==> config.mk <==
export PLATFORM = sky130hd
export DESIGN_NAME = operand_fetch_stage
export DESIGN_NICKNAME = d
export VERILOG_FILES = /design/src/rtl/operand_fetch_stage.sv
export SDC_FILE = /design/constraint.sdc
export NUM_CORES = 1
export LEC_CHECK = 0
export BUFFER_PORTS_ARGS = -buffer_cell sky130_fd_sc_hd__clkbuf_2
export CAP_MARGIN = 15
export CELL_PAD_IN_SITES_DETAIL_PLACEMENT = 1
export CELL_PAD_IN_SITES_GLOBAL_PLACEMENT = 1
export CORE_MARGIN = 8
export CORE_UTILIZATION = 25
export CTS_BUF_LIST = sky130_fd_sc_hd__clkbuf_8
export DETAILED_ROUTE_END_ITERATION = 12
export GPL_TIMING_DRIVEN = 0
export PLACE_DENSITY = 0.54
export SLEW_MARGIN = 20
export SYNTH_ARGS = -nofsm -noshare
export SYNTH_HDL_FRONTEND = slang
export SYNTH_SLANG_ARGS = --single-unit
==> constraint.sdc <==
create_clock -name clk -period 4 [get_ports clk]
set_input_delay 0.6 -clock clk [delete_from_list [all_inputs] [get_ports clk]]
set_output_delay 0.6 -clock clk [all_outputs]
set_load 0.03 [all_outputs]
==> src/rtl/operand_fetch_stage.sv <==
// Operand fetch: register file read, writeback bypass, busy-bit
// scoreboard for RAW/WAW stalls and a one-entry output register.
module operand_fetch_stage #(
  parameter bit R0_ZERO = 1'b1
) (
  input  logic        clk,
  input  logic        rst,
  input  logic        in_valid,
  output logic        in_ready,
  input  logic [4:0]  in_sr1,
  input  logic [4:0]  in_sr2,
  input  logic [4:0]  in_dr,
  input  logic        in_wen,
  output logic [4:0]  rf_sr1,
  output logic [4:0]  rf_sr2,
  input  logic [31:0] rf_rdData1,
  input  logic [31:0] rf_rdData2,
  input  logic        wb_valid,
  input  logic [4:0]  wb_dr,
  input  logic [31:0] wb_data,
  output logic        out_valid,
  input  logic        out_ready,
  output logic [31:0] out_op1,
  output logic [31:0] out_op2,
  output logic [4:0]  out_dr,
  output logic        out_wen,
  output logic        sb_err
);

  logic [31:0] busy_q, busy_d;
  logic        sb_err_q, sb_err_d;
  logic        out_valid_q, out_valid_d;
  logic [31:0] out_op1_q, out_op1_d;
  logic [31:0] out_op2_q, out_op2_d;
  logic [4:0]  out_dr_q, out_dr_d;
  logic        out_wen_q, out_wen_d;

  logic        sr1_zero, sr2_zero, dr_zero, wb_zero;
  logic        hit1, hit2, hit_dr;
  logic        raw, waw, accept;
  logic [31:0] op1_sel, op2_sel;
  logic [31:0] clr_vec, set_vec;

  assign rf_sr1 = in_sr1;
  assign rf_sr2 = in_sr2;

  always_comb begin
    sr1_zero = R0_ZERO && (in_sr1 == 5'd0);
    sr2_zero = R0_ZERO && (in_sr2 == 5'd0);
    dr_zero  = R0_ZERO && (in_dr == 5'd0);
    wb_zero  = R0_ZERO && (wb_dr == 5'd0);
    hit1     = wb_valid && (wb_dr == in_sr1);
    hit2     = wb_valid && (wb_dr == in_sr2);
    hit_dr   = wb_valid && (wb_dr == in_dr);
  end

  // Array read data is stale when the write lands this edge.
  always_comb begin
    op1_sel = rf_rdData1;
    if (sr1_zero)  op1_sel = 32'h0;
    else if (hit1) op1_sel = wb_data;
    op2_sel = rf_rdData2;
    if (sr2_zero)  op2_sel = 32'h0;
    else if (hit2) op2_sel = wb_data;
  end

  always_comb begin
    raw = (busy_q[in_sr1] && !hit1 && !sr1_zero)
       || (busy_q[in_sr2] && !hit2 && !sr2_zero);
    waw = in_wen && busy_q[in_dr] && !hit_dr;
    in_ready = !raw && !waw
            && (!out_valid_q || out_ready);
    accept = in_valid && in_ready;
  end

  // Set after clear so a retiring writer re-marked busy stays busy.
  always_comb begin
    clr_vec = '0;
    set_vec = '0;
    if (wb_valid)
      clr_vec = 32'h1 << wb_dr;
    if (accept && in_wen && !dr_zero)
      set_vec = 32'h1 << in_dr;
    busy_d = (busy_q & ~clr_vec) | set_vec;
    if (R0_ZERO)
      busy_d[0] = 1'b0;
  end

  always_comb begin
    sb_err_d = sb_err_q;
    if (wb_valid && !busy_q[wb_dr] && !wb_zero)
      sb_err_d = 1'b1;
  end

  always_comb begin
    out_valid_d = out_valid_q;
    out_op1_d   = out_op1_q;
    out_op2_d   = out_op2_q;
    out_dr_d    = out_dr_q;
    out_wen_d   = out_wen_q;
    if (accept) begin
      out_valid_d = 1'b1;
      out_op1_d   = op1_sel;
      out_op2_d   = op2_sel;
      out_dr_d    = in_dr;
      out_wen_d   = in_wen;
    end else if (out_valid_q && out_ready) begin
      out_valid_d = 1'b0;
    end
  end

  always_ff @(posedge clk or posedge rst) begin
    if (rst) begin
      busy_q      <= '0;
      sb_err_q    <= 1'b0;
      out_valid_q <= 1'b0;
      out_op1_q   <= '0;
      out_op2_q   <= '0;
      out_dr_q    <= '0;
      out_wen_q   <= 1'b0;
    end else begin
      busy_q      <= busy_d;
      sb_err_q    <= sb_err_d;
      out_valid_q <= out_valid_d;
      out_op1_q   <= out_op1_d;
      out_op2_q   <= out_op2_d;
      out_dr_q    <= out_dr_d;
      out_wen_q   <= out_wen_d;
    end
  end

  assign out_valid = out_valid_q;
  assign out_op1   = out_op1_q;
  assign out_op2   = out_op2_q;
  assign out_dr    = out_dr_q;
  assign out_wen   = out_wen_q;
  assign sb_err    = sb_err_q;

endmodule

==> results.ini, run 1 <==
[status]
status = complete, no violations

[flow_run]
cap_violations = 0

[timing]
finalSetupTns_ps = 0
fin_skew_ps = 29.63
period_minus_slack_ps = 3594
final-setup-viol-count = 0
timing.final.crit_share = 0.8985
slew_violations = 0
rsz0062_at_grt = false
worst_pin_slew_ps = 863.8
final_hold_viol_count = 0
clock.fmax_ghz = 0.2782
relSlewSlack = 0.4241

[setup_path]
crit_fanout = 10
worstPathCellList = clkbuf_2 > clkbuf_1 > xor2_1 > nor4_1 > a31oi_1 > o221ai_2 > nand2_1 > nor3_1 > clkbuf_2
arrival_ps = 2990
slowest_delay_ps = 500
crit_required_ps = 3400
worst_setup_path_start_kind = input pin
crit_top_cell = clkbuf_2
cpMaxStageDelayCell = clkbuf_1
worstSetupPathType = in2out
endpoint_kind = output pin

[cts]
cts_tree = built
htreeDepth = 3
cts_setup_buffers = 0
clock_latency_ps = 400
cts_made_buffers = 9
tritoncts_num_sinks = 103
cts_hold_buffers = 0
cts_root_buffer = clkbuf_8
clkTransAtPathRegs_ps = 130
cts_resized = 0
clockBufferDepth = 2

[grt]
overflow = 0
grt_max_degree = 62
grt_pass1_vias = 6186
grt_pass1_wl_um = 38110
antenna_found_initial = 0
grt_util_all_layers = 0.1613

[finish]
n_antenna_cell = 0
layout_commonest_cell = clkbuf_2
drive_gt1_frac = 0.4634
final_cell_mix = clkbuf_2 (195), dfrtp_1 (103), mux2_2 (71)
final_nets = 868
layout.cells.non_filler = 1075
syn_to_final_growth_pct = 26.23

[logic_synthesis]
ys_seq_area_frac = 0.4147
synth_area_leaders = dfrtp_1 (41%), mux2_2 (13%), mux4_2 (9.8%)
synth-edff-count = 0
avgSynthCellArea_um2 = 11.55
synth-seq-cells = 103
ys_types = 47
yosys_warnings = 0
synth_area_um2 = 6216
synth.top_cell.area_share = 0.4147
async_reset_ff_frac = 1.000
synth_ff_type = dfrtp_1
synth_top_area_cell = dfrtp_1
synth_cells = 538
postSynthNetCount = 660

[detailed_routing]
first_pass_iters = 4
drc = 0
ant_nets = 0
route.vias.total = 5454
viasPerCell = 5.073
drt_iter0_drc = 304
wl_um = 24450
wl_per_cell_um = 22.74

[power]
powerDensity_nw_per_um2 = 461.1
peakVddDrop_mv = 0.1683
p_leak_nw = 3.437
totalPowerFinal_mw = 3.618

[die]
core_area_um2 = 24390
start_util = 0.2548
die-area_um2 = 30160
die_height_um = 173.7
num_rows = 57
ios = 205
die_x_um = 173.7

[place]
dp_cells = 1059
port-buffer-count = 195
dp_hpwl_um = 19260
gp_congestion = 0.9102

[worst_hold_path]
holdCritPathClass = in2async

==> registers in the layout, indices dropped and copies added, names as in the netlist <==
| name | cells |
|---|---|
| out_wen | 1 |
| sb_err | 1 |
| out_valid | 1 |
| out_op1 | 32 |
| out_dr | 5 |
| out_op2 | 32 |
| busy_q | 31 |
==> through the flow <==
step	utilization	setup slack (ps)	instance area [um^2]	hold slack, ps
after floorplan	-	696.2	6216	520.4
after global placement	0.3115	-730.6	7597	473.7
after detailed placement	0.3136	77.62	7650	475.3
after CTS	0.3217	386.6	7846	188.1
after global routing	0.3217	225.5	7846	195.3
final	0.3217	405.8	7846	185.5
==> power by group <==
group / switching, mW / leakage, nW / total (mW) / internal [mW]
logic: 0.906 / 2.07 / 1.44 / 0.536
registers: 0.183 / 1.27 / 1.48 / 1.29
clock network: 0.455 / 0.0966 / 0.700 / 0.246
total: 1.54 / 3.44 / 3.62 / 2.08
==> cells in the mapped netlist (2+ instances only) <==
library cell / n
nor2b_1: 6
nand2_1: 12
xnor2_1: 3
xor2_1: 12
a211o_1: 2
nor4_1: 4
nand2b_1: 4
nand3_1: 9
nand3b_1: 6
a22o_1: 32
nor2_1: 38
or3b_2: 4
buf_4: 10
a31oi_1: 4
mux4_2: 27
a21oi_1: 3
a22oi_1: 2
buf_1: 6
mux2_2: 71
inv_1: 8
o31ai_1: 31
dfrtp_1: 103
mux2i_1: 45
buf_2: 14
o21ai_0: 32
and3_1: 2
clkbuf_1: 25
buf_6: 3
nor4b_1: 2
==> layout make-up <==
| cell class | count | area [um^2] |
|---|---|---|
| Timing Repair Buffer | 197 | 1011 |
| Clock buffer | 9 | 123.9 |
| Inverter | 8 | 35.03 |
| Clock inverter | 7 | 72.57 |
| Sequential cell | 103 | 2577 |
| Tap cell | 324 | 405.4 |
| Fill cell | 2794 | 16540 |
| Buffer | 58 | 295.3 |
| Multi-Input combinational cell | 369 | 3326 |
==> logic make-up (layout without fill, tap and decap cells) <==
family	count (synthesis)	in the layout	synth area share
AOI/OAI and AO/OA	117	117	0.1359
xor gates and xnor gates	15	15	0.02114
buffers and inverters	66	279	0.05233
DFF	103	103	0.4147
muxes	143	143	0.2989
and+or+nand+nor	94	94	0.07709
==> critical path, delay by kind of cell <==
family | cells | cell delay [ps]
AO/OA/AOI/OAI | 2 | 650
XOR/XNOR | 1 | 140
buffers and inverters | 3 | 860
AND/OR/NAND/NOR | 3 | 730
==> path summary, 6_finish.rpt <==
kind                       cells past startpoint  slack (ps)                 start                       to
setup / recovery                               9         410              wb_dr[1]                 in_ready
hold / removal                                 2         190                   rst   out_op1[9]$_DFFE_PP0P_
setup reg to reg                               7         790  busy_q[31]$_DFF_PP0_  out_op1[30]$_DFFE_PP0P_
hold reg to reg                                1         500    sb_err$_DFFE_PP0P_       sb_err$_DFFE_PP0P_
max in group asynchronous                      3        3130                   rst     busy_q[25]$_DFF_PP0_
min in group clk                               1         500    sb_err$_DFFE_PP0P_       sb_err$_DFFE_PP0P_
==> routing by layer <==
metal  vias up  wire length (um)  GRT usage
met5         -                 0          0
met1      2765             10590     0.2033
met3        40              1460    0.03550
met4         0               669    0.06234
li1       2437                 -          -
met2       212             11730     0.2652
Note: power is estimated with default switching activity, not from simulation.
==> inputs of run 2 (changes only) <==
--- a/config.mk
+++ b/config.mk
@@ -9,6 +9,7 @@
 export CAP_MARGIN = 15
 export CELL_PAD_IN_SITES_DETAIL_PLACEMENT = 1
 export CELL_PAD_IN_SITES_GLOBAL_PLACEMENT = 1
+export CORE_ASPECT_RATIO = 1.2
 export CORE_MARGIN = 8
 export CORE_UTILIZATION = 25
 export CTS_BUF_LIST = sky130_fd_sc_hd__clkbuf_8
==> run 2 against run 1 <==
Against the previous run: wire length shrank 1.6%; sequential share of layout area is essentially flat; cell count grew 0.28%; clock skew grew 0.96 ps; maximum frequency grew 0.43%; worst setup slack gained 15 ps; via count shrank 0.79%; critical path type unchanged.
==> results.ini, run 2 (synthesized netlist as in run 1, its figures left out) <==
[die]
die-area_um2 = 30190
core_area_um2 = 24590
ios = 205
num_rows = 63
die_x_um = 159.9
start_util = 0.2527
die_height_um = 188.7

[cts]
cts_tree = built
tritoncts_num_sinks = 103
clockBufferDepth = 2
cts_resized = 0
clock_latency_ps = 400
clkTransAtPathRegs_ps = 140
cts_setup_buffers = 0
htreeDepth = 3
cts_made_buffers = 9
cts_root_buffer = clkbuf_8
cts_hold_buffers = 0

[detailed_routing]
viasPerCell = 5.019
drt_iter0_drc = 237
drc = 0
ant_nets = 0
first_pass_iters = 4
wl_um = 24050
wl_per_cell_um = 22.31
route.vias.total = 5411

[power]
peakVddDrop_mv = 0.1943
totalPowerFinal_mw = 3.595
powerDensity_nw_per_um2 = 458.5
p_leak_nw = 3.430

[timing]
timing.final.crit_share = 0.8947
relSlewSlack = 0.4084
worst_pin_slew_ps = 883.3
slew_violations = 0
final_hold_viol_count = 0
period_minus_slack_ps = 3579
clock.fmax_ghz = 0.2794
final-setup-viol-count = 0
rsz0062_at_grt = false
fin_skew_ps = 30.59

[setup_path]
crit_family = multiplexers
cpMaxStageDelayCell = mux4_2
worstPathCellList = clkbuf_2 > clkbuf_1 > mux4_2 > mux4_2 > o221ai_2 > nand2_1 > nor3_1 > clkbuf_2
critPathBufInv = 3
crit_fanout = 10
crit_required_ps = 3400
slowest_delay_ps = 530
endpoint_kind = output pin
arrival_ps = 2980
worst_setup_path_start_kind = input pin
worstSetupPathType = in2out

[grt]
busiest_layer = met2
met3_usage = 0.03034
overflow = 0
grt_pass1_vias = 6206
grt_max_degree = 54
use_met1 = 0.1807
grt_util_all_layers = 0.1584
grt_pass1_wl_um = 37220
use_met2 = 0.2821
antenna_found_initial = 2

[finish]
drive_gt1_frac = 0.4621
final_nets = 868
multi_input_area_um2 = 3321
fin_area_um2 = 7840
seq_area_um2 = 2577
layout_commonest_cell = clkbuf_2
syn_to_final_growth_pct = 26.13
nFillCells = 2877
final_cell_mix = clkbuf_2 (195), dfrtp_1 (103), mux2_2 (71)

[place]
postPlaceCellArea_um2 = 7646
port-buffer-count = 195
dp_hpwl_um = 19000
gp_congestion = 0.8209

[worst_hold_path]
holdCritPathClass = in2async

[flow_run]
cap_violations = 0

[status]
status = complete, no violations

run 2: layer usage:
layer  vias to the layer above  routed length [um]
li1                       2435                   -
met1                      2746                9497
met2                       190               12710
met3                        40                1067
met4                         0                 775
met5                         -                   0
run 2: area by class of cell:
class,count,share of cell area
Timing Repair Buffer,197,0.1289
Sequential cell,103,0.3288
Multi-Input combinational cell,369,0.4236
Tap cell,325,0.05187
Clock buffer,9,0.01580
Antenna cell,2,0.0006384
Clock inverter,7,0.008299
Buffer,58,0.03766
Inverter,8,0.004469
run 2: metrics by stage:
stage | setup TNS, ps | instances | setup slack, ps | utilization | hold slack [ps]
floorplan | 0 | 538 | 696.2 | - | 520.4
CTS | 0 | 1076 | 268.7 | 0.3186 | 233.3
finish | 0 | 1078 | 421.1 | 0.3188 | 230.5
detailed placement | 0 | 1060 | 132.4 | 0.3109 | 474.3
global route | 0 | 1078 | 105.7 | 0.3188 | 245.1
global placement | -127620 | 1058 | -744.2 | 0.3090 | 460.7
run 2: report_power, final:
group	internal [mW]	switching, mW	total [mW]
logic	0.535	0.907	1.44
registers	1.29	0.179	1.47
clock network	0.240	0.440	0.680
total	2.07	1.53	3.59
run 2: path summary, 6_finish.rpt:
check                           slack [ps]  depth (start not counted)                  from                       to
worst min-delay path                   230                          2                   rst  out_op1[12]$_DFFE_PP0P_
worst min register to register         490                          1    sb_err$_DFFE_PP0P_       sb_err$_DFFE_PP0P_
worst max-delay path                   420                          8             in_sr1[2]                 in_ready
worst max register to register         930                          7  busy_q[31]$_DFF_PP0_  out_op1[23]$_DFFE_PP0P_
max in group asynchronous             3080                          3                   rst      out_wen$_DFFE_PP0P_
min in group clk                       490                          1    sb_err$_DFFE_PP0P_       sb_err$_DFFE_PP0P_
==> inputs of run 3 (changes only) <==
--- a/config.mk
+++ b/config.mk
@@ -11,11 +11,12 @@
 export CELL_PAD_IN_SITES_GLOBAL_PLACEMENT = 1
 export CORE_ASPECT_RATIO = 1.2
 export CORE_MARGIN = 8
-export CORE_UTILIZATION = 25
+export CORE_UTILIZATION = 41
 export CTS_BUF_LIST = sky130_fd_sc_hd__clkbuf_8
+export CTS_CLUSTER_SIZE = 12
 export DETAILED_ROUTE_END_ITERATION = 12
 export GPL_TIMING_DRIVEN = 0
-export PLACE_DENSITY = 0.54
+export PLACE_DENSITY = 0.83
 export SLEW_MARGIN = 20
 export SYNTH_ARGS = -nofsm -noshare
 export SYNTH_HDL_FRONTEND = slang
==> constraint.sdc (replaced) <==
create_clock -name clk -period 4 [get_ports clk]
set_input_delay 0.6 -clock clk [delete_from_list [all_inputs] [get_ports clk]]
set_output_delay 0.6 -clock clk [all_outputs]
set_load 0.1 [all_outputs]
==> run 3 against run 2 <==
Against the previous run: combinational power increased by 85%; hold slack got worse by 83 ps; die area decreased by 36%; sequential power about the same; power increased by 32%; clock skew decreased by 12 ps; sequential share of layout area increased by 0.72 points; worst setup slack got worse by 250 ps; non-clock buffer count unchanged; cell count decreased by 12%; global-route usage increased by 7.2 points; critical path type unchanged; largest cell class unchanged; highest routed layer unchanged.
==> results.ini, run 3 (synthesized netlist as in run 1, its figures left out) <==
[cts]
cts_made_buffers = 9
clockBufferDepth = 2
htreeDepth = 3
cts_hold_buffers = 0
cts_setup_buffers = 0
cts_resized = 0
tritoncts_num_sinks = 103
clock_latency_ps = 380
cts_tree = built
clkTransAtPathRegs_ps = 120
cts_root_buffer = clkbuf_8

[timing]
clock.fmax_ghz = 0.2613
slew_violations = 0
period_minus_slack_ps = 3827
final_hold_viol_count = 0
finalSetupTns_ps = 0
rsz0062_at_grt = false
timing.final.crit_share = 0.9567
final-setup-viol-count = 0
fin_skew_ps = 18.35
setup_slack_ps = 173.2
worst_pin_slew_ps = 1099
relSlewSlack = 0.2484

[setup_path]
slowest_delay_ps = 960
worst_setup_path_start_kind = input pin
crit_family = compound AO/OA/AOI/OAI gates
worstSetupPathType = in2out
arrival_ps = 3230
cpMaxStageDelayCell = a2111oi_0
critPathBufInv = 3
crit_fanout = 10
crit_required_ps = 3400
worstPathCellList = clkbuf_2 > clkbuf_1 > or3b_2 > o221ai_1 > a211oi_1 > a2111oi_0 > nor3_2 > clkbuf_2
endpoint_kind = output pin
crit_top_cell = clkbuf_2

[finish]
final_cell_mix = clkbuf_2 (195), dfrtp_1 (103), mux2_2 (71)
postLayoutCoreUtil = 0.5149
drive_gt1_frac = 0.4627
final_nets = 868
syn_to_final_growth_pct = 23.41
n_antenna_cell = 0
layout_commonest_cell = clkbuf_2
fin_area_um2 = 7671

[power]
p_clk_frac = 0.130
totalPowerFinal_mw = 4.761
seq_power_share = 0.310
intPower_mw = 2.056
p_leak_nw = 3.427
pwr-share-comb = 0.559
peakVddDrop_mv = 0.4607
power.switching_mw = 2.705
p_sw_frac = 0.5681
powerDensity_nw_per_um2 = 620.6

[detailed_routing]
wl_per_cell_um = 23.15
wl_um = 22090
first_pass_iters = 4
ant_nets = 0
viasPerCell = 5.715
drt_iter0_drc = 262
drc = 0
route.vias.total = 5452

[grt]
antenna_found_initial = 0
use_met2 = 0.3963
grt_util_all_layers = 0.2300
grt_pass1_vias = 6350
grt_max_degree = 83
overflow = 0
met3_usage = 0.04790
grt_pass1_wl_um = 34390
use_met1 = 0.2555
busiest_layer = met2

[die]
num_rows = 49
die_height_um = 150.9
ios = 205
core_area_um2 = 14900
die-area_um2 = 19370
die_x_um = 128.4
start_util = 0.4172

[flow_run]
cap_violations = 0

[worst_hold_path]
holdCritPathClass = in2async

[place]
port-buffer-count = 195
place_ws_ps = 150.8
postPlaceCellArea_um2 = 7496
gp_congestion = 0.9337
dp_hpwl_um = 17530

[status]
status = complete, no violations

## run 3: changes by cell type in the layout (fill, tap and decap cells not counted), sizes merged
cell / change
diode: -2
clkinvlp: -1
## run 3: through the flow
step | hold WS (ps) | instances
4_1_cts | 135.6 | 954
3_3_place_gp | 446.3 | 937
3_5_place_dp | 449.6 | 939
6_report | 147.0 | 954
5_1_grt | 144.9 | 954
2_1_floorplan | 520.4 | 538
## run 3: path summary, 6_finish.rpt
kind / start / end / slack (ps) / depth (start not counted)
worst max-delay path: in_sr2[0] / in_ready / 170 / 8
min in group clk: sb_err$_DFFE_PP0P_ / sb_err$_DFFE_PP0P_ / 460 / 1
worst max register to register: busy_q[5]$_DFF_PP0_ / out_op1[23]$_DFFE_PP0P_ / 910 / 8
worst min-delay path: rst / out_op1[17]$_DFFE_PP0P_ / 150 / 2
max in group asynchronous: rst / busy_q[27]$_DFF_PP0_ / 3160 / 3
worst min register to register: sb_err$_DFFE_PP0P_ / sb_err$_DFFE_PP0P_ / 460 / 1
## run 3: layer usage
metal  share of wire  vias to the layer above  routed length, um
met5               0                        -                  0
met4           0.060                        0               1336
met3           0.064                       69               1415
met2            0.51                      211              11290
met1            0.36                     2742               8047
li1                -                     2430                  -
## run 3: power by group through the flow
stage | Combinational (mW) | Clock (mW) | Sequential, mW
2_1_floorplan | 0.568 | 0 | 3.05
3_3_place_gp | 2.63 | 0 | 1.47
3_5_place_dp | 2.68 | 0 | 1.49
4_1_cts | 2.68 | 0.641 | 1.47
5_1_grt | 2.76 | 0.679 | 1.51
6_report | 2.66 | 0.621 | 1.48
## run 3: final cells by class
type,count,area (um^2)
buffer,58,295.3
clock buffer,9,123.9
clock inverter,6,51.30
fill,1708,7227
inverter,8,35.03
multi-input combinational,369,3324
sequential,103,2577
tap,204,255.2
timing repair buffer,197,1008
